$ cat src/rtl/fft_seq_pkg.sv
// rtl/fft_seq_pkg.sv - shared types, defaults and config packing for the FFT frame sequencer
package fft_seq_pkg;

  typedef enum logic [2:0] {
    IDLE   = 3'd0,
    CFG    = 3'd1,
    STREAM = 3'd2,
    DRAIN  = 3'd3,
    DONE   = 3'd4
  } seq_state_t;

  localparam int N_FFT_DEF    = 8192;
  localparam int ADDR_W_DEF   = 13;
  localparam int SAMPLE_W_DEF = 12;
  localparam logic [6:0] SCALE_SCH_DEF = 7'b0000101;
  localparam int CFG_W = 8;

  function automatic logic [CFG_W-1:0] pack_cfg(input logic [6:0] scale_sch, input logic fwd);
    return {scale_sch, fwd};
  endfunction

endpackage

$ cat src/rtl/fft_seq_skid.sv
// rtl/fft_seq_skid.sv - two-entry valid/ready FIFO holding prefetched samples and their tlast tag
module fft_seq_skid #(
  parameter int W = 13
) (
  input  logic         clock,
  input  logic         reset,
  input  logic         flush,
  input  logic [W-1:0] wr_data,
  input  logic         wr_en,
  output logic [W-1:0] rd_data,
  output logic         rd_valid,
  input  logic         rd_en,
  output logic [1:0]   level
);

  logic [W-1:0] mem [2];
  logic         wr_ptr;
  logic         rd_ptr;
  logic [1:0]   count;
  logic         pop;

  assign rd_valid = (count != 2'd0);
  assign pop      = rd_en && rd_valid;
  assign rd_data  = mem[rd_ptr];
  assign level    = count;

  // Writer never overfills: the controller budgets reads against level plus in-flight.
  always_ff @(posedge clock or posedge reset) begin
    if (reset) begin
      mem[0] <= '0;
      mem[1] <= '0;
      wr_ptr <= 1'b0;
      rd_ptr <= 1'b0;
      count  <= 2'd0;
    end else if (flush) begin
      wr_ptr <= 1'b0;
      rd_ptr <= 1'b0;
      count  <= 2'd0;
    end else begin
      if (wr_en) begin
        mem[wr_ptr] <= wr_data;
        wr_ptr      <= ~wr_ptr;
      end
      if (pop) begin
        rd_ptr <= ~rd_ptr;
      end
      count <= count + {1'b0, wr_en} - {1'b0, pop};
    end
  end

endmodule

$ cat src/rtl/fft_frame_sequencer.sv
// rtl/fft_frame_sequencer.sv - sequences one FFT frame: config word, N_FFT samples from RAM, output drain
module fft_frame_sequencer
  import fft_seq_pkg::*;
#(
  parameter int N_FFT    = N_FFT_DEF,
  parameter int ADDR_W   = ADDR_W_DEF,
  parameter int SAMPLE_W = SAMPLE_W_DEF,
  parameter logic [6:0] SCALE_SCH = SCALE_SCH_DEF
) (
  input  logic                clock,
  input  logic                reset,
  input  logic                start,
  input  logic [ADDR_W-1:0]   base_addr,
  input  logic                fwd_inv,
  output logic                busy,
  output logic                done,
  output logic                err,
  input  logic                fft_event,
  output logic                ram_en,
  output logic [ADDR_W-1:0]   ram_addr,
  input  logic [SAMPLE_W-1:0] ram_data,
  output logic [7:0]          cfg_tdata,
  output logic                cfg_tvalid,
  input  logic                cfg_tready,
  output logic [31:0]         s_tdata,
  output logic                s_tvalid,
  input  logic                s_tready,
  output logic                s_tlast,
  input  logic                m_tvalid,
  input  logic                m_tready,
  input  logic                m_tlast,
  output logic [15:0]         frame_count
);

  localparam int CNT_W = $clog2(N_FFT) + 1;
  localparam logic [CNT_W-1:0] N_CNT    = CNT_W'(N_FFT);
  localparam logic [CNT_W-1:0] LAST_IDX = CNT_W'(N_FFT - 1);

  seq_state_t          state;
  seq_state_t          state_next;
  logic [ADDR_W-1:0]   base_q;
  logic [7:0]          cfg_q;
  logic [CNT_W-1:0]    issued;
  logic                inflight;
  logic                inflight_last;
  logic                err_q;
  logic [15:0]         frame_q;

  logic                start_ok;
  logic                fetch_phase;
  logic                pop;
  logic [2:0]          occ_after;
  logic [SAMPLE_W:0]   head;
  logic                head_valid;
  logic [1:0]          level;
  logic [SAMPLE_W-1:0] head_sample;
  logic                head_last;

  assign start_ok    = (state == IDLE) && start;
  assign fetch_phase = (state == CFG) || (state == STREAM);

  assign head_sample = head[SAMPLE_W-1:0];
  assign head_last   = head[SAMPLE_W];

  assign s_tvalid = (state == STREAM) && head_valid;
  assign pop      = s_tvalid && s_tready;
  assign s_tdata  = {16'b0, 16'(head_sample)};
  assign s_tlast  = s_tvalid && head_last;

  // Counting this cycle's pop lets a new read issue while the FIFO drains, keeping one sample per cycle.
  assign occ_after = 3'(level) + 3'(inflight) - 3'(pop);
  assign ram_en    = fetch_phase && (issued < N_CNT) && (occ_after < 3'd2);
  assign ram_addr  = base_q + ADDR_W'(issued);

  assign cfg_tvalid  = (state == CFG);
  assign cfg_tdata   = cfg_q;
  assign busy        = (state != IDLE);
  assign done        = (state == DONE);
  assign err         = err_q;
  assign frame_count = frame_q;

  fft_seq_skid #(
    .W(SAMPLE_W + 1)
  ) u_skid (
    .clock    (clock),
    .reset    (reset),
    .flush    (start_ok),
    .wr_data  ({inflight_last, ram_data}),
    .wr_en    (inflight),
    .rd_data  (head),
    .rd_valid (head_valid),
    .rd_en    (pop),
    .level    (level)
  );

  always_comb begin
    state_next = state;
    case (state)
      IDLE:    if (start) state_next = CFG;
      CFG:     if (cfg_tready) state_next = STREAM;
      STREAM:  if (pop && head_last) state_next = DRAIN;
      DRAIN:   if (m_tvalid && m_tready && m_tlast) state_next = DONE;
      DONE:    state_next = IDLE;
      default: state_next = IDLE;
    endcase
  end

  always_ff @(posedge clock or posedge reset) begin
    if (reset) begin
      state         <= IDLE;
      base_q        <= '0;
      cfg_q         <= '0;
      issued        <= '0;
      inflight      <= 1'b0;
      inflight_last <= 1'b0;
      err_q         <= 1'b0;
      frame_q       <= '0;
    end else begin
      state <= state_next;
      if (start_ok) begin
        base_q <= base_addr;
        cfg_q  <= pack_cfg(SCALE_SCH, fwd_inv);
        issued <= '0;
      end else if (ram_en) begin
        issued <= issued + CNT_W'(1);
      end
      // The tlast tag travels with the read of the final index so it lands on exactly that sample.
      inflight      <= ram_en;
      inflight_last <= ram_en && (issued == LAST_IDX);
      if (fft_event) begin
        err_q <= 1'b1;
      end else if (start_ok) begin
        err_q <= 1'b0;
      end
      if (state == DONE) begin
        frame_q <= frame_q + 16'd1;
      end
    end
  end

endmodule
$ cat config.mk
export PLATFORM = sky130hd
export DESIGN_NAME = fft_frame_sequencer
export DESIGN_NICKNAME = d
export VERILOG_FILES = /design/src/rtl/fft_seq_pkg.sv /design/src/rtl/fft_seq_skid.sv /design/src/rtl/fft_frame_sequencer.sv
export SDC_FILE = /design/constraint.sdc
export NUM_CORES = 1
export LEC_CHECK = 0
export CAP_MARGIN = 15
export CELL_PAD_IN_SITES_DETAIL_PLACEMENT = 0
export CELL_PAD_IN_SITES_GLOBAL_PLACEMENT = 1
export CORE_UTILIZATION = 53
export DETAILED_ROUTE_END_ITERATION = 6
export DONT_BUFFER_PORTS = 1
export PLACE_DENSITY = 0.89
export SLEW_MARGIN = 20
export SYNTH_ARGS = -nofsm -noshare
export SYNTH_HDL_FRONTEND = slang
export SYNTH_SLANG_ARGS = --single-unit
$ cat constraint.sdc
create_clock -name clock -period 8.74 [get_ports clock]
set_input_delay 0.874 -clock clock [delete_from_list [all_inputs] [get_ports clock]]
set_output_delay 0.874 -clock clock [all_outputs]
set_load 0.01 [all_outputs]
==> results.yml <==
status:
  outcome: "finished, final reports clean"
finish:
  multi_input_area_sq_um: 2117
  final_area_sq_um: 4579
  instances_no_fill: 512
  drive_gt1_share_pct: 16.10
  antenna_cells: 0
  synthToLayoutAreaGrowth_pct: 5.203
  n_fill_cell: 674
  register_area_sq_um: 2027
  final_util_pct: 58.35
  layout.nets: 458
route:
  via_per_inst: 5.342
  drt-initial-drc-count: 99
  vias: 2735
  wirelength_mm: 7.877
  drcViolationCount: 0
  routed_wire_length_per_instance_microns: 15.38
  dr.pass1.iters: 4
  drtAntennaViolNets: 0
worst_setup_path:
  rr_worst_depth: 11
  crit_path_end_kind: "output pin"
  rr_startpoint: "state[0]$_DFFE_PP0P_"
  r2r_slack_ns: 5.43
  crit_required_ns: 7.87
  crit_type: "reg -> out"
  worstSetupStartpoint: "state[0]$_DFFE_PP0P_"
  cp.arrival_ns: 3.06
  r2r-end: "issued[11]$_DFFE_PP0P_"
  cp-start-kind: "register"
  worstPathMaxFanout: 8
sta:
  fmax_mhz: 254.3
  finalMaxSlewViolations: 0
  period_share_pct: 45.00
  skew_ns: 0.008016
  hold_violations: 0
  finalSetupViolCount: 0
  setup_tns_ns: 0
  rsz0062_at_grt: "false"
  slew_headroom_pct: 38.17
  worstMarginPinSlew_ns: 0.9265
  layout_min_cycle_time_ns: 3.933
cts:
  root_buffer: "clkbuf_8"
  cts_tree: "built"
  clock-sinks: 81
  clock_latency_ns: 0.35
  cts_resized: 0
  ctsHoldBuffers: 0
  cts.htree.levels: 3
  cts_buffer_depth: 2
  cts_buffers: 9
  postCtsSetupBuffers: 0
  clk_pin_slew_ns: 0.08
placement:
  place_area_sq_um: 4322
  dp.final_hpwl_mm: 5.553
  dp.cells: 495
  place_congestion: 0.7535
  io_buffers: 0
synthesis:
  netlist_area_sq_um: 4353
  ys_seq_elements: 81
  synth_top_area_share_pct: 46.57
  ys_async_sr_fraction_pct: 100.0
  synth.most_common_cell: "dfrtp_1"
  synth_top_cell_by_area: "dfrtp_1"
  syn_inst: 405
  ys_warn_count: 0
  synth_edf_count: 0
  synthTopCellsByCount: "81 x dfrtp_1, 57 x nand2_1, 30 x mux2_2, 30 x xnor2_1, 29 x nor2_1"
  synth_cell_types: 47
  syn_area_per_cell_sq_um: 10.75
  yosysSeqAreaShare_pct: 46.57
  synthTopCellsByArea: "dfrtp_1 47%, mux2_2 7.8%, xnor2_1 6.0%"
  synth_ff_type: "dfrtp_1"
global_route:
  use_met3_pct: 6.568
  grtUsageTotal_pct: 19.68
  grt_overflow: 0
  top_usage_layer: "met2"
  grt_max_degree: 82
  grt_first_pass_wirelength_mm: 12.90
  grt_pass1_vias: 2746
  use_met2_pct: 33.33
  antenna_found_initial: 0
  grtUsageMet1_pct: 23.87
floorplan:
  dieArea_sq_um: 8579
  start_util_pct: 55.47
  num_rows: 32
  coreArea_sq_um: 7848
  die_w_microns: 92.63
  io_pins: 111
  die_h_microns: 92.63
job:
  cap_violations: 0
power_and_ir_drop:
  p_per_area_nw_per_um2: 314.1
  cellLeakagePower_nw: 2.178
  peakVddDrop_v: 0.0001635
  finalPower_mw: 1.438
hold_path:
  min_path_type: "in -> async"
==> cells by family (layout without fill, tap and decap cells) <==
family	count (synthesis)	after routing	share of synthesized area (%)
muxes	42	42	11.67
adders and majority gates	18	18	5.519
buffers and inverters	47	28	6.927
DFF	81	81	46.57
and+or+nand+nor	138	138	15.09
AOI/OAI and AO/OA	33	33	5.088
xor gates and xnor gates	45	45	9.054
other	1	25	0.08615
==> layout make-up <==
class | count | share of cell area (%)
multi-input cells | 301 | 46.23
flip-flops and latches | 81 | 44.26
clock inverters | 4 | 1.639
clock buffers | 12 | 3.388
well taps | 102 | 2.787
inverters | 9 | 0.7650
repair buffers | 3 | 0.9290
==> worst max-delay path by stage <==
stage,cells past startpoint,to
3_3_place_gp,8,ram_en
5_1_grt,8,ram_en
3_5_place_dp,8,ram_en
6_report,8,ram_en
2_1_floorplan,10,ram_en
4_1_cts,8,ram_en
==> power by group <==
part / internal [mW] / switching, mW / leakage (nW)
registers: 0.493 / 0.110 / 1.04
clock network: 0.177 / 0.129 / 0.109
logic: 0.245 / 0.284 / 1.03
total: 0.915 / 0.523 / 2.18
==> layer usage <==
layer | vias up | share of wire [%]
met5 | - | 0
met2 | 70 | 49
met4 | 0 | 1.4
met1 | 1331 | 45
li1 | 1326 | -
met3 | 8 | 5.0
==> critical path: stages (launching register included) <==
cell and delay (ns):
dfrtp_1 0.48, nor2_1 0.17, o211a_1 0.28, nand2_1 0.15
nor2_1 0.19, o21ai_0 0.15, fa_1 0.49, nor3b_1 0.30
and3_1 0.48
==> registers in the layout (all words and copies together) (netlist names) <==
register / cells
issued: 14
u_skid.rd_ptr: 1
frame_count: 16
inflight: 1
u_skid.level: 2
cfg_tdata: 2
inflight_last: 1
u_skid.mem: 26
err: 1
state: 3
base_q: 13
u_skid.wr_ptr: 1
==> metrics by stage <==
stage | setup WS, ns | hold WS, ns
4_1_cts | 4.783 | 0.4913
6_report | 4.807 | 0.4902
2_1_floorplan | 5.400 | 0.4515
3_3_place_gp | 5.293 | 0.4642
5_1_grt | 4.495 | 0.4984
3_5_place_dp | 5.175 | 0.4696
==> cells in the final DEF (no fill, tap or decap), drive strengths merged, types with 6 or more instances in the layout <==
cell type  instances
nand2             58
nand4             11
inv                8
nor2              30
nand3             11
conb              25
clkbuf            12
mux2              40
xnor2             30
dfrtp             81
ha                16
nor3               6
a21oi              9
xor2              15
Power figures use the tool's default switching activity.
